`src/rtl/alu_slice_pkg.sv`:
```
// Shared constants and function-code encodings for the alu_slice32 datapath.
package alu_slice_pkg;

    localparam int unsigned ALU_WIDTH = 32;

    typedef enum logic [1:0] {
        FUN_ADD = 2'b00,
        FUN_SUB = 2'b01,
        FUN_AND = 2'b10,
        FUN_XOR = 2'b11
    } fun_e;

endpackage

```
`src/rtl/alu_slice32_if.sv`:
```
// Operand/result bus for alu_slice32. Flag signals exist only when ALU_SLICE_FLAGS_EN is defined.
interface alu_slice32_if
    import alu_slice_pkg::*;
#(
    parameter int unsigned WIDTH = ALU_WIDTH
);

    logic             in_valid;
    logic [WIDTH-1:0] a;
    logic [WIDTH-1:0] b;
    logic             cin;
    fun_e             fun;
    logic [WIDTH-1:0] result;
    logic             cout;
    logic             out_valid;
`ifdef ALU_SLICE_FLAGS_EN
    logic             zf;
    logic             sf;
    logic             of;
`endif

`ifdef ALU_SLICE_FLAGS_EN
    modport master (
        output in_valid, a, b, cin, fun,
        input  result, cout, out_valid, zf, sf, of
    );

    modport slave (
        input  in_valid, a, b, cin, fun,
        output result, cout, out_valid, zf, sf, of
    );
`else
    modport master (
        output in_valid, a, b, cin, fun,
        input  result, cout, out_valid
    );

    modport slave (
        input  in_valid, a, b, cin, fun,
        output result, cout, out_valid
    );
`endif

endinterface

```
`src/rtl/full_adder_bit.sv`:
```
// One-bit full adder cell used as a link of the ripple-carry chain.
module full_adder_bit (
    input  logic x,
    input  logic y,
    input  logic ci,
    output logic s,
    output logic co
);

    // Sum and carry of a single bit position
    always_comb begin
        s  = x ^ y ^ ci;
        co = (x & y) | (ci & (x ^ y));
    end

endmodule

```
`src/rtl/alu_slice32.sv`:
```
// Registered 32-bit ALU slice: ADD, SUB (b - a), AND, XOR with 1-cycle latency.
// Optional macro ALU_SLICE_FLAGS_EN adds registered zf/sf/of flag outputs.
module alu_slice32
    import alu_slice_pkg::*;
#(
    parameter int unsigned WIDTH = ALU_WIDTH
) (
    input  logic          clk,
    input  logic          rst_n,
    alu_slice32_if.slave  bus
);

    logic [WIDTH:0]   carry;
    logic [WIDTH-1:0] x_op;
    logic [WIDTH-1:0] sum;
    logic [WIDTH-1:0] result_c;
    logic             cout_c;
    logic [WIDTH-1:0] result_q;
    logic             cout_q;
    logic             out_valid_q;

    // Subtraction inverts operand A; cin supplies the +1 (or the lower slice's carry)
    always_comb begin
        x_op     = (bus.fun == FUN_SUB) ? ~bus.a : bus.a;
        carry[0] = bus.cin;
    end

    // Ripple-carry chain of single-bit full adders
    for (genvar i = 0; i < int'(WIDTH); i++) begin : g_ripple
        full_adder_bit u_fa (
            .x  (x_op[i]),
            .y  (bus.b[i]),
            .ci (carry[i]),
            .s  (sum[i]),
            .co (carry[i+1])
        );
    end

    // Four-way result mux; logic ops never produce a carry
    always_comb begin
        result_c = '0;
        cout_c   = 1'b0;
        case (bus.fun)
            FUN_ADD, FUN_SUB: begin
                result_c = sum;
                cout_c   = carry[WIDTH];
            end
            FUN_AND: result_c = bus.a & bus.b;
            FUN_XOR: result_c = bus.a ^ bus.b;
            default: result_c = '0;
        endcase
    end

    // Output registers: capture on in_valid, hold otherwise
    always_ff @(posedge clk or negedge rst_n) begin
        if (!rst_n) begin
            result_q    <= '0;
            cout_q      <= 1'b0;
            out_valid_q <= 1'b0;
        end else begin
            out_valid_q <= bus.in_valid;
            if (bus.in_valid) begin
                result_q <= result_c;
                cout_q   <= cout_c;
            end
        end
    end

    assign bus.result    = result_q;
    assign bus.cout      = cout_q;
    assign bus.out_valid = out_valid_q;

`ifdef ALU_SLICE_FLAGS_EN
    logic zf_c;
    logic sf_c;
    logic of_c;
    logic zf_q;
    logic sf_q;
    logic of_q;

    // Flags derived from the result about to be registered
    always_comb begin
        zf_c = (result_c == '0);
        sf_c = result_c[WIDTH-1];
        of_c = 1'b0;
        if (bus.fun == FUN_ADD || bus.fun == FUN_SUB) begin
            of_c = carry[WIDTH-1] ^ carry[WIDTH];
        end
    end

    // Flag registers follow the same capture/hold rule as result
    always_ff @(posedge clk or negedge rst_n) begin
        if (!rst_n) begin
            zf_q <= 1'b0;
            sf_q <= 1'b0;
            of_q <= 1'b0;
        end else if (bus.in_valid) begin
            zf_q <= zf_c;
            sf_q <= sf_c;
            of_q <= of_c;
        end
    end

    assign bus.zf = zf_q;
    assign bus.sf = sf_q;
    assign bus.of = of_q;
`endif

endmodule

```
`src/flat_wrapper.sv`:
```
// flat-port wrapper written by rule: the top's interface ports become plain ports
module alu_slice32_flat import alu_slice_pkg::*;
#(
    parameter int unsigned WIDTH = ALU_WIDTH
)
  (clk, rst_n, bus_in_valid, bus_a, bus_b, bus_cin, bus_fun, bus_result, bus_cout, bus_out_valid);
  alu_slice32_if #(.WIDTH(WIDTH)) bus_i ();
  input  logic clk;
  input  logic rst_n;
  input wire logic [$bits(bus_i.in_valid)-1:0] bus_in_valid;
  input wire logic [$bits(bus_i.a)-1:0] bus_a;
  input wire logic [$bits(bus_i.b)-1:0] bus_b;
  input wire logic [$bits(bus_i.cin)-1:0] bus_cin;
  input wire logic [$bits(bus_i.fun)-1:0] bus_fun;
  output wire logic [$bits(bus_i.result)-1:0] bus_result;
  output wire logic [$bits(bus_i.cout)-1:0] bus_cout;
  output wire logic [$bits(bus_i.out_valid)-1:0] bus_out_valid;
  assign bus_i.in_valid = bus_in_valid;
  assign bus_i.a = bus_a;
  assign bus_i.b = bus_b;
  assign bus_i.cin = bus_cin;
  assign bus_i.fun = bus_fun;
  assign bus_result = bus_i.result;
  assign bus_cout = bus_i.cout;
  assign bus_out_valid = bus_i.out_valid;
  alu_slice32 #(.WIDTH(WIDTH)) u_core (.clk(clk), .rst_n(rst_n), .bus(bus_i));
endmodule
```
`config.mk`:
```
export PLATFORM = sky130hd
export DESIGN_NAME = alu_slice32_flat
export DESIGN_NICKNAME = d
export VERILOG_FILES = /design/src/rtl/alu_slice_pkg.sv /design/src/rtl/alu_slice32_if.sv /design/src/rtl/full_adder_bit.sv /design/src/rtl/alu_slice32.sv /design/src/flat_wrapper.sv
export SDC_FILE = /design/constraint.sdc
export NUM_CORES = 1
export LEC_CHECK = 0
export BUFFER_PORTS_ARGS = -buffer_cell sky130_fd_sc_hd__buf_2
export CAP_MARGIN = 20
export CORE_UTILIZATION = 40
export CTS_BUF_LIST = sky130_fd_sc_hd__clkbuf_4 sky130_fd_sc_hd__clkbuf_8
export DETAILED_ROUTE_END_ITERATION = 8
export PLACE_DENSITY_LB_ADDON = 0.1
export REMOVE_ABC_BUFFERS = 1
export SLEW_MARGIN = 25
export SYNTH_ARGS = -nofsm -noshare
export SYNTH_HDL_FRONTEND = slang
export SYNTH_SLANG_ARGS = --single-unit
```
`constraint.sdc`:
```
create_clock -name clk -period 2 [get_ports clk]
set_clock_uncertainty 0.1 [all_clocks]
set_input_delay 0.4 -clock clk [delete_from_list [all_inputs] [get_ports clk]]
set_output_delay 0.4 -clock clk [all_outputs]
set_load 0.02 [all_outputs]
```
# Word level (Yosys, flattened, before mapping)
# Cells that the tools add are included.
# totals
regBits,34
out_inout_bits,34
wordCells,174
# op_classes
n_mux,3
n_eq_ne,3
bitwise,163
n_reduce_logical,2
# ops
op,count
case mux 32 bit (3 select lines),1
AND 1 bit,64
XOR 1 bit,64
AND 32 bit,1
2-to-1 mux 32 bit,1
inverter 32 bit,1
bitwise OR 1 bit,32
XOR 32 bit,1
== test 2 bit (second input constant),2
== test 2 x 1 -> 1 bit (second input constant),1
logical NOT 2 bit,1
OR reduction 2 bit,1
2-to-1 mux 1 bit,1

# Depth between registers and ports, before layout
# logic_depth
depth_word,68
mapped_depth,41

# Hierarchy
# A second synthesis with hierarchy kept.
# unflattened
cells_unflattened,284
hier_area_um2,3368.2
# modules_own_cells
mod,area_per_inst_um2,cells_per_inst,seq_area_each_um2,instances
alu_slice32,2727.6,252,850.8,1
full_adder_bit,20.0,1,0.0,32

# Least setup slack after synthesis
# Ideal clock, no wire load.
# synth_timing
path_kind,input port to flip-flop
from,input bus_fun[0]
to,"register u_core.result_q[31], in the netlist u_core.bus.result[31]"
arrival_time_ns,13.493
cell_stages,41
path_slack_ns,-11.680
n_path_buf,3
cell_sequence,buf_4 -> nor2b_4 -> buf_6 -> buf_6 -> xnor2_1 -> fa_1 -> fa_1 -> fa_1 -> fa_1 -> fa_1 -> fa_1 -> fa_1 -> fa_1 -> fa_1 -> fa_1 -> fa_1 -> fa_1 -> fa_1 -> (+5 left out) -> fa_1 -> fa_1 -> fa_1 -> fa_1 -> fa_1 -> fa_1 -> fa_1 -> fa_1 -> fa_1 -> fa_1 -> fa_1 -> inv_1 -> fa_1 -> inv_1 -> fa_1 -> fa_1 -> or3b_1 -> o211ai_1
# synth_via
elab_chain_cells,67
elab_cells_between_ends,133
cone_classes,eq/ne (3); mux (2); bitwise (126); reduce/logical (2)
# synth_rtl
element,line_no,source
from (decl),flat_wrapper.sv:14,input wire logic [$bits(bus_i.fun)-1:0] bus_fun;
== test 2 x 1 -> 1 bit,"alu_slice32.sv:24, alu_slice32.sv:43",
2-to-1 mux 32 bit,alu_slice32.sv:24,x_op = (bus.fun == FUN_SUB) ? ~bus.a : bus.a;
XOR 1 bit,full_adder_bit.sv:13,co = (x & y) | (ci & (x ^ y));
AND 1 bit,full_adder_bit.sv:13,
bitwise OR 1 bit,full_adder_bit.sv:13,
AND 1 bit,full_adder_bit.sv:13,
bitwise OR 1 bit,full_adder_bit.sv:13,
AND 1 bit,full_adder_bit.sv:13,
(+51 left out),n/a,
AND 1 bit,full_adder_bit.sv:13,
bitwise OR 1 bit,full_adder_bit.sv:13,
AND 1 bit,full_adder_bit.sv:13,
bitwise OR 1 bit,full_adder_bit.sv:13,
AND 1 bit,full_adder_bit.sv:13,
bitwise OR 1 bit,full_adder_bit.sv:13,
XOR 1 bit,full_adder_bit.sv:12,s = x ^ y ^ ci;
case mux 32 bit (3 select lines) *,alu_slice32.sv:43,case (bus.fun)
to (signal assigned),alu_slice32.sv:63,result_q <= result_c;
to (decl),alu_slice32.sv:18,logic [WIDTH-1:0] result_q;
# Every way passes the cells marked *; elsewhere a longest branch is shown, timed or not.
# A chain may end at the register's enable or synchronous reset.

# Worst setup path after layout
# Same ends and word-level chain as after synthesis.

==> reports/qor.txt <==
Post-Syn Instances: 317
pwr dens: 569.2 nW/µm²
crit path capture: u_core.bus.result[31]
1st-iter DRT viols: 44
CTS Root Cell: clkbuf_8
hpwl dp: 6169 µm
Tmin final: 12.23 ns
RR Endpoint: u_core.bus.cout
period utilisation layout: 611.3%
Max Cap Viol: 0
violated checks: negative setup slack
Pint: 1.673 mW
sw frac: 37.45%
DR vias: 2764
final worst slack: -10.23 ns
Synth area leaders: dfrtp_1 (24%), fa_1 (18%), ha_1 (11%)
Tot Pwr: 2.674 mW
switching power: 1.001 mW
worst path required time: 2.10 ns
Worst R2R Start: u_core.bus.cout
Netlist Area Pre-Place: 3581 µm²
Antenna Violating Nets Remaining: 0
Startpoint Class: input port
diode count: 0
CTS tree: built
HP Class: reg -> reg
Gate power share: 47.0%
Cells after DPL: 556
ys flop type: dfrtp_1
Area Overhead vs Synth: 31.20%
pin count of the biggest net entering global routing: 44
Reg power frac: 33.4%
H-tree depth: 2
arrival time worst endpoint: 12.33 ns
I/O Pins: 104
Pleak: 2.302 nW
number of synthesized flops with an enable pin: 0
commonest non-fill, non-tap cell in the layout: buf_2
Wirelength per Cell: 14.93 µm
Slew @ Worst Pin: 0.6296 ns
sequential fraction of the synthesis area: 23.76%
initial antenna violation count: 0
commonest cells after routing, fill and taps aside: buf_2 (101), buf_4 (49), dfrtp_1 (34)
Port-buffer cells: 103
CTS Buf Count: 5
syn_area_per_cell: 11.30 µm²
worst setup path startpoint: bus_fun[0]
site row count: 34
DRT Pass-1 Iters: 6
IR drop worst, VDD: 249.9 µV
Syn. warnings: 0
largest stage delay on the critical path: 0.40 ns
Final setup viols: 31
Die Y: 96.62 µm
gr usage total: 19.30%
clock sinks: 34
clk buf depth: 2
post-synth top area share: 23.76%
clock-pin slew of the registers on the worst-case setup and hold paths: 0.07 ns
GP Congestion: 0.7366
DRC: 0
Core Area: 8678 µm²
most frequent CP cell: fa_2
first-pass GRT wire length: 14550 µm
Cell variety after synth: 22
CP max-delay cell: fa_2
fraction of layout cells with a size suffix above 1: 46.94%
R2R setup slack: 1.14 ns
ys async rst share: 100.0%
die width: 96.62 µm
clock network fraction of total power: 19.7%
total gr overflow: 0
fmax: 0.08180 GHz
vias in the first global route: 3013
Routed WL: 8452 µm
RSZ-0062 raised after global routing: true
nets: 592
CP Max Fanout: 2
total die area: 9334 µm²
vias per inst: 4.883
worst relative slew slack: 58.03%
status: finished with violations
Starting Density: 41.26%
final cell count without fillers: 566
Worst Setup Path Type: in -> reg
type of element capturing the critical path: flip-flop
Worst-Skew Late Latency: 0.28 ns
leading area contributor after synthesis: dfrtp_1
Yosys reg bits: 34
Slew Limit Fails: 0
FF-to-FF path depth: 1
Fin. Hold Viols: 0
metrics by stage:
step	area [µm²]	hold WS, ns	util, %	TNS (ns)	setup WS (ns)
floorplan	3430	0.004409	-	-210.51	-11.94
global placement	4473	0.2420	51.54	-200.49	-11.81
detailed placement	4473	0.2582	51.54	-203.50	-11.95
CTS	4686	0.3999	53.99	-167.43	-10.23
global route	4698	0.4296	54.14	-172.33	-10.52
finish	4698	0.3959	54.14	-167.48	-10.23
worst max-delay path, delay by kind of cell:
family | cells | cell delay (ns)
adder cells (fa/ha/maj) | 32 | 11.05
AO/OA/AOI/OAI | 1 | 0.09
buffers and inverters | 3 | 0.19
XOR/XNOR | 1 | 0.13
AND/OR/NAND/NOR | 2 | 0.48
flip-flops by register name, summed over array words and instances, names as in the netlist:
name                  flops
u_core.bus.out_valid      1
u_core.bus.cout           1
u_core.bus.result        32
synthesized netlist by cell type (5+ instances only):
master / n
or3b_1: 31
ha_1: 32
xnor2_1: 31
nand2b_1: 32
mux2i_1: 32
fa_1: 32
o211ai_2: 11
dfrtp_1: 34
inv_1: 34
buf_2: 5
buf_6: 6
o211ai_1: 21
worst min path at each step:
stage	start	end	slack, ns	depth (start not counted)
after global routing	u_core.bus.result[4]	u_core.bus.result[4]	0.43	2
after CTS	u_core.bus.result[4]	u_core.bus.result[4]	0.40	2
after floorplan	rst_n	u_core.bus.cout	0.004	0
final	u_core.bus.result[4]	u_core.bus.result[4]	0.40	2
after detailed placement	rst_n	u_core.bus.result[21]	0.26	1
after global placement	rst_n	u_core.bus.result[21]	0.24	1
cell type report:
cell class,count,area (µm²)
flip-flops and latches,34,850.8
multi-input cells,228,2555
well taps,108,135.1
inverters,34,127.6
clock buffers,7,83.83
repair buffers,155,945.9
fillers,823,3980
power by group through the flow:
stage          logic, mW  clock network, mW  registers (mW)
2_1_floorplan      0.535                  0            1.07
3_3_place_gp        1.18                  0           0.904
3_5_place_dp        1.21                  0           0.909
4_1_cts             1.27              0.552           0.896
5_1_grt             1.42              0.585           0.912
6_report            1.26              0.526           0.892
per-layer routing:
metal	share of wire [%]	up-vias	track usage, %
met3	3.9	7	3.324
li1	-	1343	-
met1	44	1346	25.22
met4	0.89	0	4.478
met2	51	68	33.32
met5	0	-	0
repair_timing:
item                       4_1_cts  5_1_grt
hold endpoints to repair        13        0
setup endpoints to repair       31       31
cloned                           0        0
pin swaps                       37        2
setup buffers                    2        0
hold buffers                     1        0
resized for setup               39        5
cell families (layout without fill, tap and decap cells):
kind of cell | after synthesis | after routing | share of synthesized area [%]
xor gates and xnor gates | 32 | 32 | 7.827
buffers and inverters | 55 | 196 | 7.791
and+or+nand+nor | 67 | 67 | 14.05
muxes | 33 | 33 | 9.259
adders and majority gates | 64 | 64 | 29.07
AOI/OAI and AO/OA | 32 | 32 | 8.246
DFF | 34 | 34 | 23.76
(Power assumes the default switching activity.)
